===== src/rtl/twiddle_fetch_ctrl.sv =====
// Twiddle ROM requester: strided fetch per FFT stage, fixed-latency capture,
// and a credit-protected show-ahead buffer feeding the butterfly stream.
module twiddle_fetch_ctrl #(
    parameter int unsigned ADDR_W     = 11,
    parameter int unsigned DATA_W     = 256,
    parameter int unsigned ROM_LAT    = 1,
    parameter int unsigned FIFO_DEPTH = 4,
    parameter int unsigned LEN_W      = 12
) (
    input  logic              clk,
    input  logic              rst_n,
    input  logic              start,
    input  logic [ADDR_W-1:0] stage_base,
    input  logic [ADDR_W-1:0] stage_stride,
    input  logic [LEN_W-1:0]  stage_len,
    output logic              busy,
    output logic              done,
    output logic              rom_valid,
    output logic [ADDR_W-1:0] rom_addr,
    input  logic [DATA_W-1:0] rom_data [2:0],
    output logic              tw_valid,
    input  logic              tw_ready,
    output logic [DATA_W-1:0] tw_data [2:0],
    output logic              tw_last
);

    localparam int unsigned PTR_W = (FIFO_DEPTH > 1) ? $clog2(FIFO_DEPTH) : 1;
    localparam int unsigned CNT_W = $clog2(FIFO_DEPTH + 1);

    typedef enum logic [1:0] {
        S_IDLE   = 2'd0,
        S_ISSUE  = 2'd1,
        S_DRAIN  = 2'd2,
        S_FINISH = 2'd3
    } state_t;

    state_t              state;
    logic [ADDR_W-1:0]   addr_acc;
    logic [ADDR_W-1:0]   stride_q;
    logic [LEN_W-1:0]    len_q;
    logic [LEN_W-1:0]    k_q;
    logic                rom_last;

    logic [ROM_LAT-1:0]  sr_valid;
    logic [ROM_LAT-1:0]  sr_last;
    logic [CNT_W-1:0]    inflight;

    logic [DATA_W-1:0]   mem_data [FIFO_DEPTH][3];
    logic                mem_last [FIFO_DEPTH];
    logic [PTR_W-1:0]    wr_ptr;
    logic [PTR_W-1:0]    rd_ptr;
    logic [CNT_W-1:0]    fifo_count;
    logic [CNT_W-1:0]    fifo_count_nxt;

    logic                push;
    logic                pop;
    logic                credit_ok;
    logic                issue;
    logic                issue_last;

    // Credit check counts every request not yet written into the buffer
    always_comb begin
        push       = sr_valid[ROM_LAT-1];
        pop        = tw_valid & tw_ready;
        credit_ok  = (({1'b0, fifo_count} + {1'b0, inflight}) < (CNT_W + 1)'(FIFO_DEPTH));
        issue      = (state == S_ISSUE) && credit_ok;
        issue_last = (k_q == (len_q - LEN_W'(1)));
    end

    // Stage sequencing, address accumulation and registered control outputs
    always_ff @(posedge clk or negedge rst_n) begin
        if (!rst_n) begin
            state     <= S_IDLE;
            addr_acc  <= '0;
            stride_q  <= '0;
            len_q     <= '0;
            k_q       <= '0;
            busy      <= 1'b0;
            done      <= 1'b0;
            rom_valid <= 1'b0;
            rom_addr  <= '0;
            rom_last  <= 1'b0;
        end else begin
            rom_valid <= 1'b0;
            rom_last  <= 1'b0;
            done      <= 1'b0;
            case (state)
                S_IDLE: begin
                    if (start) begin
                        addr_acc <= stage_base;
                        stride_q <= stage_stride;
                        len_q    <= stage_len;
                        k_q      <= '0;
                        busy     <= 1'b1;
                        state    <= (stage_len == '0) ? S_FINISH : S_ISSUE;
                    end
                end
                S_ISSUE: begin
                    if (credit_ok) begin
                        rom_valid <= 1'b1;
                        rom_addr  <= addr_acc;
                        rom_last  <= issue_last;
                        addr_acc  <= addr_acc + stride_q;
                        k_q       <= k_q + LEN_W'(1);
                        if (issue_last) begin
                            state <= S_DRAIN;
                        end
                    end
                end
                S_DRAIN: begin
                    if ((inflight == '0) && pop && tw_last) begin
                        done  <= 1'b1;
                        busy  <= 1'b0;
                        state <= S_FINISH;
                    end
                end
                S_FINISH: begin
                    // Zero-length stages arrive here with done low and pulse it now
                    if (!done) begin
                        done <= 1'b1;
                        busy <= 1'b0;
                    end else begin
                        state <= S_IDLE;
                    end
                end
                default: state <= S_IDLE;
            endcase
        end
    end

    // Latency tracker aligned with ROM output, plus outstanding-request counter
    always_ff @(posedge clk or negedge rst_n) begin
        if (!rst_n) begin
            sr_valid <= '0;
            sr_last  <= '0;
            inflight <= '0;
        end else begin
            sr_valid <= ROM_LAT'({sr_valid, rom_valid});
            sr_last  <= ROM_LAT'({sr_last, rom_last});
            case ({issue, push})
                2'b10:   inflight <= inflight + CNT_W'(1);
                2'b01:   inflight <= inflight - CNT_W'(1);
                default: inflight <= inflight;
            endcase
        end
    end

    // Buffer occupancy after this cycle's push/pop
    always_comb begin
        fifo_count_nxt = fifo_count;
        if (push && !pop) begin
            fifo_count_nxt = fifo_count + CNT_W'(1);
        end else if (!push && pop) begin
            fifo_count_nxt = fifo_count - CNT_W'(1);
        end
    end

    // Return buffer storage, pointers and registered non-empty flag
    always_ff @(posedge clk or negedge rst_n) begin
        if (!rst_n) begin
            for (int i = 0; i < int'(FIFO_DEPTH); i++) begin
                for (int j = 0; j < 3; j++) begin
                    mem_data[i][j] <= '0;
                end
                mem_last[i] <= 1'b0;
            end
            wr_ptr     <= '0;
            rd_ptr     <= '0;
            fifo_count <= '0;
            tw_valid   <= 1'b0;
        end else begin
            if (push) begin
                for (int j = 0; j < 3; j++) begin
                    mem_data[wr_ptr][j] <= rom_data[j];
                end
                mem_last[wr_ptr] <= sr_last[ROM_LAT-1];
                wr_ptr <= wr_ptr + PTR_W'(1);
            end
            if (pop) begin
                rd_ptr <= rd_ptr + PTR_W'(1);
            end
            fifo_count <= fifo_count_nxt;
            tw_valid   <= (fifo_count_nxt != '0);
        end
    end

    // Show-ahead head entry
    always_comb begin
        for (int j = 0; j < 3; j++) begin
            tw_data[j] = mem_data[rd_ptr][j];
        end
        tw_last = mem_last[rd_ptr];
    end

    // The credit rule must keep a push from ever landing on a full buffer
    always @(posedge clk) begin
        if (rst_n && push && !pop) begin
            assert (fifo_count < CNT_W'(FIFO_DEPTH))
            else $error("twiddle_fetch_ctrl: return buffer overflow");
        end
    end

endmodule


===== config.mk =====
export PLATFORM = sky130hd
export DESIGN_NAME = twiddle_fetch_ctrl
export DESIGN_NICKNAME = d
export VERILOG_FILES = /design/src/rtl/twiddle_fetch_ctrl.sv
export SDC_FILE = /design/constraint.sdc
export NUM_CORES = 2
export LEC_CHECK = 0
export BUFFER_PORTS_ARGS = -buffer_cell sky130_fd_sc_hd__buf_2
export CAP_MARGIN = 20
export CORE_AREA = 3 3 614 616
export DETAILED_ROUTE_END_ITERATION = 12
export DIE_AREA = 0 0 617 619
export PLACE_DENSITY = 0.51
export SLEW_MARGIN = 5
export SYNTH_ARGS = -nofsm -noshare
export SYNTH_HDL_FRONTEND = slang
export SYNTH_SLANG_ARGS = --single-unit
export TNS_END_PERCENT = 10

===== constraint.sdc =====
create_clock -name clk -period 2.6 [get_ports clk]
set_input_delay 0.26 -clock clk [delete_from_list [all_inputs] [get_ports clk]]
set_output_delay 0.26 -clock clk [all_outputs]
set_load 0.03 [all_outputs]

* Yosys cells after proc, flatten, opt, wreduce, memory -nomap -nowiden *
Index checks and enable logic that the tools add are counted.

cells by class
  add/subtract/negate cells = 10
  $mul = 0
  div/mod/pow operators = 0
  magnitude comparators = 4
  eq/ne operators = 12
  shift-type cells = 0
  multiplexer cells = 45
  bitwise operators = 3
  reduce and logical (&&, ||, !) cells = 20

operator list
  operator                                             count
  bitwise mux 3072 bit                                 3
  demux 768 bit (select 2 bit)                         3
  2-to-1 mux 768 bit                                   3
  binary-select mux 768 bit (select 2 bit)             1
  2-to-1 mux 512 bit                                   1
  2-to-1 mux 256 bit                                   1
  2-to-1 mux 12 bit                                    2
  case mux 12 bit (2 select lines)                     1
  2-to-1 mux 11 bit                                    2
  case mux 11 bit (2 select lines)                     1
  adder 12 x 1 -> 12 bit (second input constant)       1
  equality test 12 bit                                 1
  logical NOT 12 bit                                   1
  2-to-1 mux 1 bit                                     12
  2-to-1 mux 2 bit                                     6
  inequality test 2 bit (second input constant)        6
  subtractor 12 x 1 -> 12 bit (second input constant)  1
  adder 11 bit                                         1
  case mux 2 bit (4 select lines)                      1
  adder 3 x 1 -> 3 bit (second input constant)         2
  equality test 2 bit (second input constant)          3
  >= comparator 3 bit (second input constant)          2
  logical AND 1 bit                                    6
  2-to-1 mux 3 bit                                     2
  other kinds (23)                                     31

word-level totals
  bits in registers = 3152
  bits in latches = 0
  bits in writable memories = 0
  memory bits (read-only) = 0
  input bits = 806
  output and inout port bits = 784
  logic and storage cells = 127
  memories kept = 0

* Longest topological paths before layout *
  depth after elaboration = 8
  gate-level depth with buffers = 10
  gate-level depth less buffers = 10

* Worst setup path before layout *
OpenSTA, ideal clock, no wires.

  path kind = register -> output
  start point = reg rd_ptr[0]
  end point = out tw_data[103] (netlist bit)
  arrival = 2.173 ns
  required time = 2.340 ns
  path slack = 0.167 ns
  cell stages (with the launch flop) = 6
  buffers on the path = 4
  path through = dfrtp_1 > clkbuf_1 > buf_2 > clkbuf_1 > buf_1 > mux4_2

RTL lines
  what                      line  source
  start: declaration        51    logic [PTR_W-1:0] rd_ptr;
  start signal: assignment  180   rd_ptr <= rd_ptr + PTR_W'(1);
  end: declaration          23    output logic [DATA_W-1:0] tw_data [2:0],

==> flow_summary.json <==
{
  "cts.path.max_buffers": 4,
  "area_growth_pct": 29.49,
  "cpMaxStageDelayCell": "mux4_2",
  "synth_fp_nets": 8689,
  "synth-edff-count": 0,
  "fp.dieH_um": 619,
  "holdWs_ps": 138.1,
  "status": "finished with violations",
  "grt_first_pass_wirelength_mm": 643.7,
  "cp-end-kind": "primary output",
  "rsz0062_at_grt": "true",
  "rows": 224,
  "crit_required_ps": 2340,
  "hp-start": "rom_data[431]",
  "grt_max_degree": 130,
  "dpl.cell_count": 14221,
  "clock_sinks": 3152,
  "critPathKind": "reg2out",
  "path_cells": "buf_12 > buf_12 > buf_12 > buf_16 > buf_16 > mux4_2 > buf_4",
  "yosysWarnings": 0,
  "critPathMaxStageDelay_ps": 540,
  "htreeDepth": 5,
  "slew_headroom": 0.4982,
  "n_fill_cell": 32373,
  "die_area_um2": 381900,
  "drv_cap": 0,
  "port_buffers": 1589,
  "first_pass_iters": 5,
  "finalSetupViolCount": 770,
  "synth_flop_cell": "dfrtp_1",
  "nets": 11358,
  "hold_class": "in2reg",
  "reg2reg_from": "stride_q[1]",
  "netlist_instances": 7855,
  "syn_avg_cell_area_um2": 17.21,
  "async_flop_share": 1.000,
  "fin_crit_sh": 1.211,
  "slew_violations": 0,
  "start_util": 0.3635,
  "insertion_delay_ps": 930,
  "ys_seq_area_frac": 0.5835,
  "regArea_um2": 78880,
  "crit_path_start": "rd_ptr[0]",
  "wl_mm": 441.7,
  "numCtsBuffers": 361,
  "grt_usage": 0.2267,
  "cts_root_buf": "clkbuf_16",
  "fmax_mhz": 317.5,
  "ys_types": 53,
  "timing.critical_path.mode_cell": "buf_12",
  "placeableCoreArea_um2": 371900,
  "fin_ws_ps": -549.3,
  "vias_per_cell": 5.196,
  "grt_pass1_vias": 90566,
  "stdcell_count": 15880,
  "placed_area_um2": 152000,
  "fin_area_um2": 175000,
  "crit_arrival_ps": 2890,
  "cp_top_family": "buffers and inverters",
  "fp.dieW_um": 617,
  "ios": 1590,
  "ys_ff_latch": 3152,
  "powerDensity_nw_per_um2": 1539,
  "gp_congestion": 0.8478,
  "p_leak_nw": 75.15,
  "multi_input_area_um2": 54250,
  "postRouteAntennaNets": 0,
  "grt-ovfl-total": 0,
  "min_period_ps": 3149,
  "hold_viol": 0,
  "vias": 82512,
  "syn_area_um2": 135200,
  "crit_buf_inv": 6,
  "drive_above_1_share": 0.5953,
  "wl_per_cell_um": 27.81,
  "dp_hpwl_mm": 316.6,
  "crit_path_start_kind": "register",
  "fin_skew_ps": 52.23,
  "crit_fanout": 6,
  "drc": 0,
  "violations": "negative setup slack",
  "clkTransAtPathRegs_ps": 60,
  "cts_tree": "done",
  "antenna_found_initial": 189,
  "first_iter_violations": 4192,
  "ir_worst_vdd_v": 0.001001,
  "tightest_slew_ps": 752.7
}
[synthesized netlist by cell type, drive strengths merged (14+ instances only)]
master,n,area [µm²]
dfrtp,3152,78880
xor2,22,192.7
clkbuf,405,1520
mux2i,15,150.1
nor2,28,105.1
o21ai,14,70.07
mux4,769,17320
ha,26,325.3
xnor2,19,166.4
nand3,18,90.09
nand2,56,210.2
buf,120,489.2
inv,22,82.58
mux2,3102,34940
a21oi,16,80.08
[power breakdown]
part	leakage [nW]	internal, mW	total, mW	switching [mW]
clock network	5.92	30.6	51.4	20.8
logic	32.4	59.8	131	71.7
registers	36.8	74.4	86.5	12.1
total	75.1	165	269	105
[through the flow]
| step | setup TNS, ps | total power, mW | util | setup slack (ps) |
|---|---|---|---|---|
| after floorplan | 0 | 166.3 | - | 167.4 |
| after CTS | -431120 | 271.1 | 0.4676 | -701.8 |
| after global routing | -413980 | 282.2 | 0.4703 | -673.6 |
| after detailed placement | 0 | 212.3 | 0.4088 | 151.8 |
| after global placement | 0 | 208.8 | 0.4088 | 104.9 |
| final | -313720 | 269.3 | 0.4707 | -549.3 |
[flip-flops by register name, summed over array words and instances (netlist names), 3 cells and up]
name / count
k_q: 12
len_q: 12
stride_q: 11
inflight: 3
mem_data: 3072
mem_last: 4
fifo_count: 3
addr_acc: 11
rom_addr: 11
[path summary, 6_finish.rpt]
path / to / slack [ps] / depth (start not counted)
min in group asynchronous: mem_data[2458] / 380 / 3
worst min register to register: sr_last / 370 / 0
worst max register to register: addr_acc[7] / 0 / 9
max in group asynchronous: mem_data[2142] / 1310 / 4
worst min-delay path: mem_data[2735] / 140 / 3
worst max-delay path: tw_data[412] / -550 / 7
[area by class of cell]
cell class	count	area share
clock buffers	555	0.06141
clock inverters	96	0.007169
inverters	22	0.0004718
well taps	4972	0.03554
flip-flops and latches	3152	0.4506
multi-input cells	4156	0.3099
diodes	96	0.001372
repair buffers	2831	0.1335
[routing by layer]
layer | vias to the layer above | track usage | share of wire
met5 | - | 0 | 0.00086
met4 | 64 | 0.09815 | 0.054
met3 | 922 | 0.05275 | 0.058
met2 | 2000 | 0.3817 | 0.49
met1 | 44510 | 0.2785 | 0.40
li1 | 35016 | - | -
[layout by cell type (no fill, tap or decap), types with 101 or more instances in the layout]
| master | n |
|---|---|
| buf_6 | 136 |
| mux4_2 | 769 |
| clkbuf_16 | 374 |
| dlygate4sd3_1 | 830 |
| clkbuf_1 | 101 |
| dfrtp_1 | 3150 |
| buf_2 | 1399 |
| buf_4 | 243 |
| buf_12 | 172 |
| mux2_2 | 3100 |
[cell families (layout without fill, tap and decap cells)]
kind of cell               Yosys count  count (layout)  share of synthesized area
and+or+nand+nor                    151             151                   0.005590
DFF                               3152            3152                     0.5835
other                                0              96                          0
adders and majority gates           28              28                   0.002703
muxes                             3886            3886                     0.3877
xor gates and xnor gates            41              41                   0.002656
buffers and inverters              547            3504                    0.01548
AOI/OAI and AO/OA                   50              50                   0.002425
[worst reg2reg max path, stage by stage, from the launching register on]
cell and delay, ps:
dfrtp_1 390, ha_1 280, a21o_1 190, a21oi_1 220
o21ai_0 240, a31oi_1 270, xnor2_1 150, mux2i_1 90
a21oi_1 150, dlygate4sd3_1 560
[timing repair]
| item | 4_1_cts | 5_1_grt |
|---|---|---|
| resized for setup | 299 | 132 |
| endpoints found under the setup margin | 769 | 773 |
| endpoints found under the hold margin | 4462 | 0 |
| hold buffers | 830 | 0 |
| cloned | 10 | 9 |
| buffers inserted | 26 | 37 |
(Power assumes the default switching activity.)
